### config.mk
export PLATFORM = sky130hd
export DESIGN_NAME = uart_word_rx
export DESIGN_NICKNAME = d
export VERILOG_FILES = /design/src/rtl/uart_pkg.sv /design/src/rtl/uart_byte_rx.sv /design/src/rtl/uart_word_rx.sv
export SDC_FILE = /design/constraint.sdc
export NUM_CORES = 1
export LEC_CHECK = 0
export ABC_CLOCK_PERIOD_IN_PS = 6500
export BUFFER_PORTS_ARGS = -buffer_cell sky130_fd_sc_hd__buf_2
export CORE_ASPECT_RATIO = 0.7
export CORE_MARGIN = 3
export CORE_UTILIZATION = 48
export DETAILED_ROUTE_END_ITERATION = 10
export PLACE_DENSITY_LB_ADDON = 0.05
export REMOVE_ABC_BUFFERS = 1
export SYNTH_ARGS = -nofsm -noshare
export SYNTH_HDL_FRONTEND = slang
export SYNTH_SLANG_ARGS = --single-unit
### constraint.sdc
create_clock -name clk -period 6.5 [get_ports clk]
set_input_delay 1.625 -clock clk [delete_from_list [all_inputs] [get_ports clk]]
set_output_delay 1.625 -clock clk [all_outputs]
set_load 0.005 [all_outputs]
### src/rtl/uart_pkg.sv
// Shared types and constants for the UART word receiver.
//   rx_state_t     : receiver FSM states
//   BYTES_PER_WORD : bytes packed into one loader word
//   BITS_PER_BYTE  : data bits per UART frame (8N1)
//   next_lane()    : assembly lane index after one more byte (wraps mod 4)
package uart_pkg;

    typedef enum logic [2:0] {
        IDLE      = 3'd0,
        START     = 3'd1,
        DATA      = 3'd2,
        STOP      = 3'd3,
        WAIT_IDLE = 3'd4
    } rx_state_t;

    localparam int BYTES_PER_WORD = 4;
    localparam int BITS_PER_BYTE  = 8;

    // The lane index is the only counter allowed to wrap: 3 -> 0 ends a word.
    function automatic logic [1:0] next_lane(input logic [1:0] idx);
        return idx + 2'd1;
    endfunction

endpackage

### src/rtl/uart_byte_rx.sv
// 8N1 byte receiver: rxd synchroniser plus the bit-timing state machine.
// Ports:
//   clk      in   system clock, rising edge
//   reset    in   asynchronous active-low reset
//   rxd      in   raw UART line, idle high, asynchronous to clk
//   data     out  shifted byte; valid while byte_stb is high
//   byte_stb out  high for the single cycle a good stop bit is sampled
//   ferr_stb out  high for the single cycle a stop bit is sampled low
// The strobes are decoded purely from flops (state, counter, synchroniser)
// so the word assembler can register the byte, lane, word and flags all on
// the same edge, one clock after the stop sample.
module uart_byte_rx
    import uart_pkg::*;
#(
    parameter int CLKS_PER_BIT = 868,
    parameter int SYNC_STAGES  = 2
) (
    input  logic                     clk,
    input  logic                     reset,
    input  logic                     rxd,
    output logic [BITS_PER_BYTE-1:0] data,
    output logic                     byte_stb,
    output logic                     ferr_stb
);

    localparam int CNT_W = $clog2(CLKS_PER_BIT);
    localparam logic [CNT_W-1:0] CNT_LAST = CNT_W'(CLKS_PER_BIT - 1);
    localparam logic [CNT_W-1:0] CNT_HALF = CNT_W'(CLKS_PER_BIT / 2 - 1);

    logic [SYNC_STAGES-1:0]   sync_r;
    logic                     rxs_s;
    rx_state_t                state_r;
    rx_state_t                state_s;
    logic [CNT_W-1:0]         cnt_r;
    logic [CNT_W-1:0]         cnt_s;
    logic [2:0]               nbit_r;
    logic [2:0]               nbit_s;
    logic [BITS_PER_BYTE-1:0] shift_r;
    logic [BITS_PER_BYTE-1:0] shift_s;
    logic                     byte_stb_s;
    logic                     ferr_stb_s;

    assign rxs_s = sync_r[SYNC_STAGES-1];

    // Synchroniser chain; resets to the idle line level so reset never looks like a start bit.
    always_ff @(posedge clk or negedge reset) begin
        if (!reset) begin
            sync_r <= {SYNC_STAGES{1'b1}};
        end else begin
            sync_r <= {sync_r[SYNC_STAGES-2:0], rxd};
        end
    end

    // FSM, bit-timing counter, data-bit counter and shift register.
    always_ff @(posedge clk or negedge reset) begin
        if (!reset) begin
            state_r <= IDLE;
            cnt_r   <= '0;
            nbit_r  <= 3'd0;
            shift_r <= '0;
        end else begin
            state_r <= state_s;
            cnt_r   <= cnt_s;
            nbit_r  <= nbit_s;
            shift_r <= shift_s;
        end
    end

    // Next-state decode: START is checked at half a bit, every later sample lands mid-bit.
    always_comb begin
        state_s    = state_r;
        cnt_s      = cnt_r;
        nbit_s     = nbit_r;
        shift_s    = shift_r;
        byte_stb_s = 1'b0;
        ferr_stb_s = 1'b0;
        case (state_r)
            IDLE: begin
                cnt_s = '0;
                if (!rxs_s) begin
                    state_s = START;
                end else begin
                    state_s = IDLE;
                end
            end
            START: begin
                if (cnt_r == CNT_HALF) begin
                    cnt_s  = '0;
                    nbit_s = 3'd0;
                    if (!rxs_s) begin
                        state_s = DATA;
                    end else begin
                        state_s = IDLE;
                    end
                end else begin
                    cnt_s = cnt_r + CNT_W'(1);
                end
            end
            DATA: begin
                if (cnt_r == CNT_LAST) begin
                    cnt_s   = '0;
                    shift_s = {rxs_s, shift_r[BITS_PER_BYTE-1:1]};
                    if (nbit_r == 3'd7) begin
                        nbit_s  = 3'd0;
                        state_s = STOP;
                    end else begin
                        nbit_s = nbit_r + 3'd1;
                    end
                end else begin
                    cnt_s = cnt_r + CNT_W'(1);
                end
            end
            STOP: begin
                if (cnt_r == CNT_LAST) begin
                    cnt_s = '0;
                    if (rxs_s) begin
                        byte_stb_s = 1'b1;
                        state_s    = IDLE;
                    end else begin
                        ferr_stb_s = 1'b1;
                        state_s    = WAIT_IDLE;
                    end
                end else begin
                    cnt_s = cnt_r + CNT_W'(1);
                end
            end
            WAIT_IDLE: begin
                // A held-low line (break) must not be re-read as a stream of start bits.
                cnt_s = '0;
                if (rxs_s) begin
                    state_s = IDLE;
                end else begin
                    state_s = WAIT_IDLE;
                end
            end
            default: begin
                state_s = IDLE;
                cnt_s   = '0;
                nbit_s  = 3'd0;
            end
        endcase
    end

    assign data     = shift_r;
    assign byte_stb = byte_stb_s;
    assign ferr_stb = ferr_stb_s;

endmodule

### src/rtl/uart_word_rx.sv
// UART receive front end: byte receiver plus 4-byte little-endian word
// assembly with a valid/ready holding register and sticky error flags.
// Ports:
//   clk, reset       system clock / asynchronous active-low reset
//   rxd              UART serial line (idle high)
//   rx_data          last good byte; byte_valid pulses one cycle when it updates
//   word_data        assembled word, byte0 in [7:0]; word_valid while unconsumed
//   word_ready       consumer accepts word_data when word_valid is high
//   byte_idx         bytes already collected toward the next word
//   frame_err        sticky: a stop bit sampled low
//   overrun          sticky: a word completed while the holding register was full
//   clr_err          synchronous clear of both sticky flags (a new error wins)
module uart_word_rx
    import uart_pkg::*;
#(
    parameter int CLKS_PER_BIT = 868,
    parameter int SYNC_STAGES  = 2
) (
    input  logic                                    clk,
    input  logic                                    reset,
    input  logic                                    rxd,
    output logic [BITS_PER_BYTE-1:0]                rx_data,
    output logic                                    byte_valid,
    output logic [BYTES_PER_WORD*BITS_PER_BYTE-1:0] word_data,
    output logic                                    word_valid,
    input  logic                                    word_ready,
    output logic [1:0]                              byte_idx,
    output logic                                    frame_err,
    output logic                                    overrun,
    input  logic                                    clr_err
);

    localparam int LANE_W = (BYTES_PER_WORD - 1) * BITS_PER_BYTE;

    logic [BITS_PER_BYTE-1:0]                byte_s;
    logic                                    byte_stb_s;
    logic                                    ferr_stb_s;
    logic                                    complete_s;
    logic                                    load_s;
    logic                                    ovr_s;
    logic [BITS_PER_BYTE-1:0]                rx_data_r;
    logic                                    byte_valid_r;
    logic [LANE_W-1:0]                       lanes_r;
    logic [1:0]                              byte_idx_r;
    logic [BYTES_PER_WORD*BITS_PER_BYTE-1:0] word_data_r;
    logic                                    word_valid_r;
    logic                                    frame_err_r;
    logic                                    overrun_r;

    uart_byte_rx #(
        .CLKS_PER_BIT (CLKS_PER_BIT),
        .SYNC_STAGES  (SYNC_STAGES)
    ) u_byte_rx (
        .clk      (clk),
        .reset    (reset),
        .rxd      (rxd),
        .data     (byte_s),
        .byte_stb (byte_stb_s),
        .ferr_stb (ferr_stb_s)
    );

    // The 4th lane is never stored: it goes straight into the word with lanes 0..2.
    assign complete_s = byte_stb_s && (byte_idx_r == 2'd3);
    assign load_s     = complete_s && (!word_valid_r || word_ready);
    assign ovr_s      = complete_s && word_valid_r && !word_ready;

    // Byte output register and its one-cycle strobe.
    always_ff @(posedge clk or negedge reset) begin
        if (!reset) begin
            rx_data_r    <= '0;
            byte_valid_r <= 1'b0;
        end else begin
            byte_valid_r <= byte_stb_s;
            if (byte_stb_s) begin
                rx_data_r <= byte_s;
            end
        end
    end

    // Lane assembly; framing errors leave a partial word untouched.
    always_ff @(posedge clk or negedge reset) begin
        if (!reset) begin
            lanes_r    <= '0;
            byte_idx_r <= 2'd0;
        end else if (byte_stb_s) begin
            case (byte_idx_r)
                2'd0:    lanes_r[7:0]   <= byte_s;
                2'd1:    lanes_r[15:8]  <= byte_s;
                2'd2:    lanes_r[23:16] <= byte_s;
                default: lanes_r        <= lanes_r;
            endcase
            byte_idx_r <= next_lane(byte_idx_r);
        end
    end

    // Holding register: a completion may load in the same cycle the old word is consumed.
    always_ff @(posedge clk or negedge reset) begin
        if (!reset) begin
            word_data_r  <= '0;
            word_valid_r <= 1'b0;
        end else if (load_s) begin
            word_data_r  <= {byte_s, lanes_r};
            word_valid_r <= 1'b1;
        end else if (word_valid_r && word_ready) begin
            word_valid_r <= 1'b0;
        end
    end

    // Sticky error flags; a set in the same cycle as clr_err takes priority.
    always_ff @(posedge clk or negedge reset) begin
        if (!reset) begin
            frame_err_r <= 1'b0;
            overrun_r   <= 1'b0;
        end else begin
            if (ferr_stb_s) begin
                frame_err_r <= 1'b1;
            end else if (clr_err) begin
                frame_err_r <= 1'b0;
            end
            if (ovr_s) begin
                overrun_r <= 1'b1;
            end else if (clr_err) begin
                overrun_r <= 1'b0;
            end
        end
    end

    assign rx_data    = rx_data_r;
    assign byte_valid = byte_valid_r;
    assign word_data  = word_data_r;
    assign word_valid = word_valid_r;
    assign byte_idx   = byte_idx_r;
    assign frame_err  = frame_err_r;
    assign overrun    = overrun_r;

endmodule
**After elaboration in Yosys (flattened, before gate mapping)**

Cells that the tools add are included.

- Register bits: 96
- Input bits: 5

- $add $sub $neg: 3
- Equality and inequality tests: 14
- Muxes and demuxes: 26
- Bitwise operators: 1
- Reduce and logical (&&, ||, !) cells: 21

Operators with widths:

| operator | count |
|---|---|
| 3-bit 2-to-1 mux | 8 |
| 10-bit 2-to-1 mux | 2 |
| 10-bit case mux with 2 select lines | 1 |
| 3-bit case mux with 5 select lines | 1 |
| 1-bit 2-to-1 mux | 12 |
| 10-bit by 1-bit adder with 10-bit output (second input constant) | 1 |
| 10-bit == test (second input constant) | 1 |
| 10-bit by 9-bit == test with 1-bit output (second input constant) | 1 |
| 3-bit case mux with 3 select lines | 1 |
| 2-bit by 1-bit != test with 1-bit output (second input constant) | 4 |
| 2-bit AND reduction | 4 |
| 3-bit by 2-bit == test with 1-bit output (second input constant) | 2 |
| 3-bit == test (second input constant) | 2 |
| 2-bit nonzero test | 3 |
| 1-bit logical AND | 5 |
| 2-bit == test (second input constant) | 2 |
| 4-bit AND reduction | 1 |
| 3-bit by 1-bit adder with 3-bit output (second input constant) | 1 |
| 3-bit by 1-bit == test with 1-bit output (second input constant) | 1 |
| 3-bit zero test | 1 |
| 3-bit AND reduction | 1 |
| 3-bit OR reduction | 1 |
| 2-bit by 1-bit adder with 2-bit output (second input constant) | 1 |
| 2-bit by 1-bit == test with 1-bit output (second input constant) | 1 |
| 6 further kinds | 7 |

**Logic depth before layout (Yosys ltp)**

Gate-level depths: netlist (run 1).

- Depth after elaboration: 7
- Mapped depth: 7
- Depth with buffers taken out: 6

**Modules after synthesis**

Synthesis (run 1) repeated with hierarchy kept, for this count alone.

- Cells, all modules: 278
- Area, all modules: 4086.4 um^2

Modules (own cells, without submodules):

| module | times used | cells an instance | area each (um^2) | seq. area each (um^2) |
|---|---|---|---|---|
| uart_word_rx | 1 | 159 | 2821.5 | 1751.7 |
| uart_byte_rx | 1 | 119 | 1265.0 | 653.1 |

**Worst setup path after synthesis (run 1)**

Ideal clock, no wire load.

- Path kind: input to register
- Start point: in word_ready
- End point: reg word_data_r[10], in the netlist word_data[10]
- Arrival: 2.521 ns
- Data required time: 6.373 ns
- Path slack: 3.851 ns
- Stages on the path: 5
- Buffers on the path: 2
- Cell sequence: nand2b_1 > and3_1 > buf_2 > buf_6 > mux2_1

- Cells in the longest elaborated chain, start to end: 2

RTL lines:

| what | line | source |
|---|---|---|
| start, declared | uart_word_rx.sv:26 | `input logic word_ready,` |
| 1-bit logical OR | uart_word_rx.sv:64 | `assign load_s = complete_s && (!word_valid_r \|\| word_ready);` |
| 1-bit logical AND | uart_word_rx.sv:64 |  |
| end signal, assigned | uart_word_rx.sv:102 | `word_data_r <= {byte_s, lanes_r};` |
| end, declared | uart_word_rx.sv:45 | `logic [BYTES_PER_WORD*BITS_PER_BYTE-1:0] word_data_r;` |

Every way passes these cells.
A chain may end at the register's enable or synchronous reset.

**Worst setup path after layout (run 1)**

- Start point: reg u_byte_rx.cnt_r[3]
- End point: reg word_data_r[1], in the netlist word_data[1]

- Cells in the longest elaborated chain, start to end: 5

RTL lines:

| what | line | source |
|---|---|---|
| start, declared | uart_byte_rx.sv:34 | `logic [CNT_W-1:0] cnt_r;` |
| start signal, assigned | uart_byte_rx.sv:63 | `cnt_r <= cnt_s;` |
| 10-bit == test | uart_byte_rx.sv:114 | `if (cnt_r == CNT_LAST) begin` |
| 1-bit 2-to-1 mux | uart_byte_rx.sv:114 |  |
| 1-bit 2-to-1 mux | uart_byte_rx.sv:77 | `case (state_r)` |
| 1-bit logical AND | uart_word_rx.sv:63 | `assign complete_s = byte_stb_s && (byte_idx_r == 2'd3);` |
| 1-bit logical AND | uart_word_rx.sv:64 |  |

Every way passes these cells.

==> results of run 1 <==
==> cells in the mapped netlist, types with 3 or more instances <==
master / count
o21ai_0: 5
nand4_1: 3
nand2b_1: 4
nand3_1: 5
ha_1: 8
buf_2: 4
nand2_1: 11
nor2_1: 14
and3_1: 3
buf_6: 3
clkbuf_1: 3
mux2_1: 30
xor2_1: 7
dfrtp_1: 94
inv_1: 8
mux2_2: 42
==> registers in the layout, indices dropped and copies added, names as in the netlist <==
signal	flops
word_valid	1
u_byte_rx.cnt_r	10
u_byte_rx.sync_r	2
frame_err	1
byte_idx	2
byte_valid	1
rx_data	8
word_data	32
u_byte_rx.nbit_r	3
u_byte_rx.data	8
lanes_r	24
overrun	1
u_byte_rx.state_r	3
==> critical path: stages (launching register included) <==
cell and delay [ps]:
dfrtp_1 410, or3b_1 530, nor4_4 880, and3_1 270, buf_4 380, mux2_2 390
==> metal layers <==
metal	wire, µm	up-vias
li1	-	1067
met1	3630	1142
met2	2780	43
met3	326	12
met4	145	0
met5	0	-
==> cell type report <==
cell class	instances	area [µm²]	area share
repair buffers	52	268	0.0593
well taps	98	123	0.0271
clock buffers	12	236	0.0523
inverters	8	30.0	0.00665
flip-flops and latches	96	2400	0.532
multi-input cells	159	1410	0.312
clock inverters	4	45.0	0.00997
==> how the worst max path moves through the flow <==
stage                                  start      endpoint  slack, ps  depth (start not counted)
after detailed placement  u_byte_rx.cnt_r[3]  word_data[1]       3470                          5
after floorplan                   word_ready  word_data[0]       3350                          3
final                     u_byte_rx.cnt_r[3]  word_data[1]       3480                          5
after CTS                 u_byte_rx.cnt_r[3]  word_data[1]       3450                          5
after global routing      u_byte_rx.cnt_r[0]  word_data[1]       3270                          6
after global placement    u_byte_rx.cnt_r[3]  word_data[1]       3480                          5
==> power groups by stage <==
stage	logic [mW]	registers, mW	clock network, mW
floorplan	0.000287	0.610	0
global placement	0.0141	0.610	0
detailed placement	0.0142	0.610	0
CTS	0.0143	0.599	0.518
global route	0.0160	0.599	0.547
finish	0.0131	0.599	0.503
==> per-stage QoR <==
stage / hold slack [ps] / utilization / instance area [µm²] / setup slack, ps
2_1_floorplan: 345 / - / 3850 / 3350
3_3_place_gp: 346 / 0.557 / 4240 / 3480
3_5_place_dp: 349 / 0.557 / 4240 / 3470
4_1_cts: 358 / 0.594 / 4520 / 3450
5_1_grt: 365 / 0.594 / 4520 / 3270
6_report: 356 / 0.594 / 4520 / 3480
==> cell families after synthesis <==
logic type	share of synthesized area
AO/OA/AOI/OAI	0.0314
multiplexers	0.210
adder cells (fa/ha/maj)	0.0256
buffers and inverters	0.0243
flip-flops	0.615
XOR/XNOR	0.0202
AND/OR/NAND/NOR	0.0739
==> flow_summary_export.csv, run 1 <==
group,metric,value,unit
power_and_ir_drop,p_total,1.12,mW
critical_path,r2r_cells,5,
detailed_routing,drt_pre_antenna_iters,6,
logic_synthesis,synth_flop_cell,"dfrtp_1",
floorplan,dieArea,9280,µm²
power_and_ir_drop,power_switching,0.219,mW
power_and_ir_drop,p_clk_frac,0.451,
critical_path,worst_setup_path_start_kind,"flip-flop",
critical_path,required,6720,ps
logic_synthesis,syn_area_per_cell,14.3,µm²
clocking,post-cts-setup-buffers,0,
floorplan,start_util,0.514,
sta,clock_skew,5.51,ps
logic_synthesis,synth_top_area_frac,0.601,
power_and_ir_drop,pwr-share-comb,0.012,
critical_path,r2r-end,"word_data[1]",
detailed_routing,drt_iter0_drc,99,
cells_and_area,area_growth,15.5,%
job,cap_violations,0,
placed_design,place.gp.congestion,0.831,
cells_and_area,nNetsFinal,339,
clocking,cts_tree,"built",
placed_design,placedCellCount,413,
cells_and_area,stdcell_count,429,
sta,hold_viol,0,
global_routing,grt_util_all_layers,0.168,
global_routing,gr-usage-met1,0.251,
global_routing,grt_pass1_wl,11.6,mm
logic_synthesis,synth-edff-count,0,
cells_and_area,fill_cells,633,
logic_synthesis,synthDistinctLibCells,36,
power_and_ir_drop,p_int,0.897,mW
cells_and_area,antennaDiodeCount,0,
sta,maxSlewViolCount,0,
clocking,cts_buffers,9,
floorplan,rows,26,
logic_synthesis,async_reset_ff_frac,1.00,
run_status,status,"finished clean",
detailed_routing,vias,2264,
power_and_ir_drop,p_leak,2.45,nW
critical_path,cp.arrival,3250,ps
clocking,cts.sinks,96,
clocking,cts_resized,0,
cells_and_area,layout_common_cells,"dfrtp_1 (94), buf_2 (49), mux2_2 (42)",
detailed_routing,drt_wl_total,6.88,mm
critical_path,worstSetupPathType,"flip-flop to flip-flop",
power_and_ir_drop,ir_drop,0.187,mV
worst_hold_path,hold_end,"u_byte_rx.sync_r[1]",
floorplan,core,7610,µm²
global_routing,grt_max_degree,67,
sta,fin_crit_sh,0.465,
clocking,clk_pin_slew,60,ps
detailed_routing,post-route-drc-count,0,
power_and_ir_drop,swShare,0.196,
floorplan,fp.dieW,114,µm
sta,post-route-min-period,3020,ps
logic_synthesis,synth-seq-area-share,0.615,
sta,tns,0,ps
global_routing,use_met2,0.226,
placed_design,place.port_buffers,50,
clocking,hold_buffers,0,
sta,relSlewSlack,0.368,
logic_synthesis,synthTopCellsByArea,"dfrtp_1 (60%), mux2_2 (12%), mux2_1 (8.6%)",
logic_synthesis,ys_warn_count,0,
clocking,clkLatencyLatePin,340,ps
sta,setup_viol,0,
worst_hold_path,hold_depth,0,
critical_path,worstSetupEndpointType,"flip-flop",
critical_path,ff2ff_setup_slack,3480,ps
detailed_routing,via_per_inst,5.28,
detailed_routing,wl_per_cell,16.0,µm
clocking,htreeDepth,3,
cells_and_area,final_common_cell,"dfrtp_1",
sta,rsz0062_at_grt,"false",
detailed_routing,drt.antenna.violating_nets,0,
global_routing,grt_util_met3,0.0589,
critical_path,crit_path_max_fanout,32,
global_routing,antenna_found_initial,0,
floorplan,die_h,81.5,µm
logic_synthesis,syn_area,3910,µm²
power_and_ir_drop,pwr-share-seq,0.537,
global_routing,overflow,0,
global_routing,top_usage_layer,"met1",
global_routing,grt_pass1_vias,2182,
logic_synthesis,syn_inst,273,
logic_synthesis,ys_ff_latch,96,
critical_path,r2r_start,"u_byte_rx.cnt_r[3]",
placed_design,dp.final_hpwl,4.60,mm
sta,max_clock_freq,331,MHz
clocking,cts_root_buf,"clkbuf_16",
worst_hold_path,hold_path.class,"flip-flop to flip-flop",
floorplan,io_pins,51,
cells_and_area,drive_gt1_frac,0.332,
logic_synthesis,yosys.area.top_type,"dfrtp_1",
power_and_ir_drop,p_per_area,247,nW/µm²
sta,tightest_slew,941,ps
worst_hold_path,min_from,"u_byte_rx.sync_r[0]",
clocking,clockBufferDepth,2,
No activity file was read; power rests on OpenSTA's default activity.
==> run 2, diff against run 1 <==
--- a/config.mk
+++ b/config.mk
@@ -5,7 +5,8 @@
 export SDC_FILE = /design/constraint.sdc
 export NUM_CORES = 1
 export LEC_CHECK = 0
-export ABC_CLOCK_PERIOD_IN_PS = 6500
+export ABC_AREA = 1
+export ABC_CLOCK_PERIOD_IN_PS = 3000
 export BUFFER_PORTS_ARGS = -buffer_cell sky130_fd_sc_hd__buf_2
 export CORE_ASPECT_RATIO = 0.7
 export CORE_MARGIN = 3
==> constraint.sdc (replaced) <==
create_clock -name clk -period 3 [get_ports clk]
set_input_delay 0.75 -clock clk [delete_from_list [all_inputs] [get_ports clk]]
set_output_delay 0.75 -clock clk [all_outputs]
set_load 0.005 [all_outputs]
==> run 2 against run 1 <==
Effect of this change: register-to-register slack worse by 2500 ps; via count is 32% higher; routed wire length is 23% higher; synthesized area is 3.2% higher; cell count is 39% higher; sequential power is 120% higher; synthesized cell count is 63% higher; clock power is 99% higher; die area is 3.0% higher; critical path depth stayed put; largest power group unchanged; combinational power grew to 2.5 times the previous value.
==> flow_summary_export.csv, run 2 <==
group,metric,value,unit
cells_and_area,layout_common_cells,"nand2_1 (136), dfrtp_1 (94), nand3_1 (52)",
logic_synthesis,synthDistinctLibCells,25,
floorplan,core,8010,µm²
power_and_ir_drop,swShare,0.201,
worst_hold_path,hold_path.class,"flip-flop to flip-flop",
detailed_routing,via_per_inst,5.00,
cells_and_area,largest_register_ff_count,32,
global_routing,grt_pass1_vias,2803,
critical_path,worst_setup_path_start_kind,"flip-flop",
logic_synthesis,syn_area,4040,µm²
logic_synthesis,yosys-top-cells-count,"nand2_1 (136), dfrtp_1 (94), nand3_1 (52)",
logic_synthesis,ys_warn_count,0,
critical_path,crit_top_cell,"nand3_1",
detailed_routing,vias,2990,
critical_path,cp.arrival,2210,ps
logic_synthesis,synthTopCellsByArea,"dfrtp_1 (58%), nand2_1 (13%), nand3_1 (6.4%)",
logic_synthesis,synth_top_area_frac,0.583,
logic_synthesis,synth-edff-count,0,
logic_synthesis,yosysMostFrequentCell,"nand2_1",
floorplan,fp.dieW,116,µm
global_routing,overflow,0,
logic_synthesis,syn_inst,444,
clocking,cts_buffers,9,
cells_and_area,antennaDiodeCount,0,
sta,tns,0,ps
power_and_ir_drop,p_int,1.86,mW
placed_design,dp.final_hpwl,5.63,mm
clocking,post-cts-setup-buffers,0,
power_and_ir_drop,pwr-share-seq,0.557,
clocking,clkLatencyLatePin,340,ps
logic_synthesis,synth_flop_cell,"dfrtp_1",
job,cap_violations,0,
floorplan,rows,27,
detailed_routing,drt.antenna.violating_nets,0,
logic_synthesis,ys_ff_latch,96,
floorplan,start_util,0.504,
cells_and_area,area_growth,14.2,%
placed_design,place.gp.congestion,0.874,
run_status,status,"finished clean",
detailed_routing,drt_wl_total,8.47,mm
sta,setup_viol,0,
clocking,cts_root_buf,"clkbuf_16",
detailed_routing,drt_iter0_drc,211,
critical_path,worstSetupEndpointType,"flip-flop",
cells_and_area,nNetsFinal,505,
sta,tightest_slew,699,ps
sta,hold_viol,0,
critical_path,worstSetupPathType,"flip-flop to flip-flop",
sta,post-route-min-period,1980,ps
clocking,cts_tree,"built",
sta,clock_skew,6.12,ps
critical_path,cp_slowest_cell,"nand3_1",
critical_path,required,3240,ps
sta,maxSlewViolCount,0,
power_and_ir_drop,p_total,2.33,mW
global_routing,antenna_found_initial,0,
detailed_routing,wl_per_cell,14.2,µm
sta,relSlewSlack,0.534,
cells_and_area,drive_gt1_frac,0.149,
critical_path,slowest_delay,470,ps
cells_and_area,fill_cells,737,
detailed_routing,drt_pre_antenna_iters,4,
floorplan,dieArea,9560,µm²
logic_synthesis,syn_area_per_cell,9.09,µm²
clocking,clk_pin_slew,60,ps
sta,max_clock_freq,506,MHz
logic_synthesis,async_reset_ff_frac,1.00,
power_and_ir_drop,p_per_area,506,nW/µm²
clocking,hold_buffers,0,
clocking,cts.sinks,96,
sta,rsz0062_at_grt,"false",
logic_synthesis,yosys.area.top_type,"dfrtp_1",
clocking,cts_resized,0,
global_routing,grt_util_all_layers,0.194,
cells_and_area,final_common_cell,"nand2_1",
floorplan,io_pins,51,
floorplan,die_h,82.7,µm
clocking,htreeDepth,3,
critical_path,cp_top_family,"simple AND/OR/NAND/NOR gates",
logic_synthesis,synth-seq-area-share,0.596,
placed_design,post-place-ws,783,ps
placed_design,place.port_buffers,50,
critical_path,crit_path_max_fanout,14,
critical_path,crit_buf_inv,0,
critical_path,path_cells,"ha_1 -> nand3_1 -> nor2_2 -> nand3_1 -> o21ai_0",
power_and_ir_drop,pwr-share-comb,0.014,
power_and_ir_drop,p_clk_frac,0.429,
power_and_ir_drop,ir_drop,0.277,mV
detailed_routing,post-route-drc-count,0,
global_routing,grt_pass1_wl,14.2,mm
sta,setup_ws,1020,ps
clocking,clockBufferDepth,2,
power_and_ir_drop,p_leak,2.48,nW
power_and_ir_drop,power_switching,0.468,mW
sta,fin_crit_sh,0.659,
global_routing,grt_max_degree,50,
[run 2: layout make-up]
class | instances | area [µm²] | share of cell area
tap | 101 | 126 | 0.0274
inverter | 40 | 150 | 0.0326
multi-input combinational | 291 | 1380 | 0.299
timing repair buffer | 54 | 295 | 0.0641
clock buffer | 14 | 244 | 0.0529
clock inverter | 2 | 10.0 | 0.00217
sequential | 96 | 2400 | 0.522
[run 2: path summary, 6_finish.rpt]
kind                       depth (start not counted)                  end  slack, ps           startpoint
setup / recovery                                   5          lanes_r[18]       1020   u_byte_rx.cnt_r[0]
hold / removal                                     0  u_byte_rx.sync_r[1]        360  u_byte_rx.sync_r[0]
setup reg to reg                                   5          lanes_r[18]       1020   u_byte_rx.cnt_r[0]
hold reg to reg                                    0  u_byte_rx.sync_r[1]        360  u_byte_rx.sync_r[0]
max in group asynchronous                          2  u_byte_rx.sync_r[1]       1810                reset
min in group asynchronous                          1   u_byte_rx.cnt_r[1]        440                reset
[run 2: worst register-to-register path, delay by kind of cell, from the launching register on]
| family | cells | cell delay, ps |
|---|---|---|
| adders and majority gates | 1 | 230 |
| and+or+nand+nor | 3 | 900 |
| AOI/OAI and AO/OA | 1 | 340 |
| DFF | 1 | 400 |
[run 2: per-layer routing]
layer | global-route usage | wire length [µm] | up-vias | part of all wire
met1 | 0.300 | 4580 | 1416 | 0.54
li1 | - | - | 1503 | -
met3 | 0.0546 | 401 | 2 | 0.047
met2 | 0.263 | 3450 | 69 | 0.41
met4 | 0.0563 | 40 | 0 | 0.0047
met5 | 0 | 0 | - | 0
[run 2: kinds of logic (layout without fill, tap and decap cells)]
logic type      after synthesis  in the layout  synth area share
flops                        96             96             0.596
xor+xnor                      6              6            0.0130
compound gates               51             51            0.0645
fa+ha+maj                     8              8            0.0248
buf+inv                      57            110            0.0626
simple gates                226            226             0.239
[run 2: power by group through the flow]
stage / registers (mW) / clock network (mW) / logic, mW
after detailed placement: 1.32 / 0 / 0.0355
after floorplan: 1.32 / 0 / 0.00144
after global routing: 1.30 / 1.10 / 0.0395
final: 1.30 / 1.00 / 0.0333
after CTS: 1.30 / 1.03 / 0.0354
after global placement: 1.32 / 0 / 0.0353
[run 2: through the flow]
step | util | hold WS, ps | instance area [µm²] | instances
3_5_place_dp | 0.544 | 350 | 4350 | 582
2_1_floorplan | - | 345 | 3930 | 427
5_1_grt | 0.576 | 367 | 4610 | 598
3_3_place_gp | 0.544 | 348 | 4350 | 582
4_1_cts | 0.576 | 359 | 4610 | 598
6_report | 0.576 | 357 | 4610 | 598
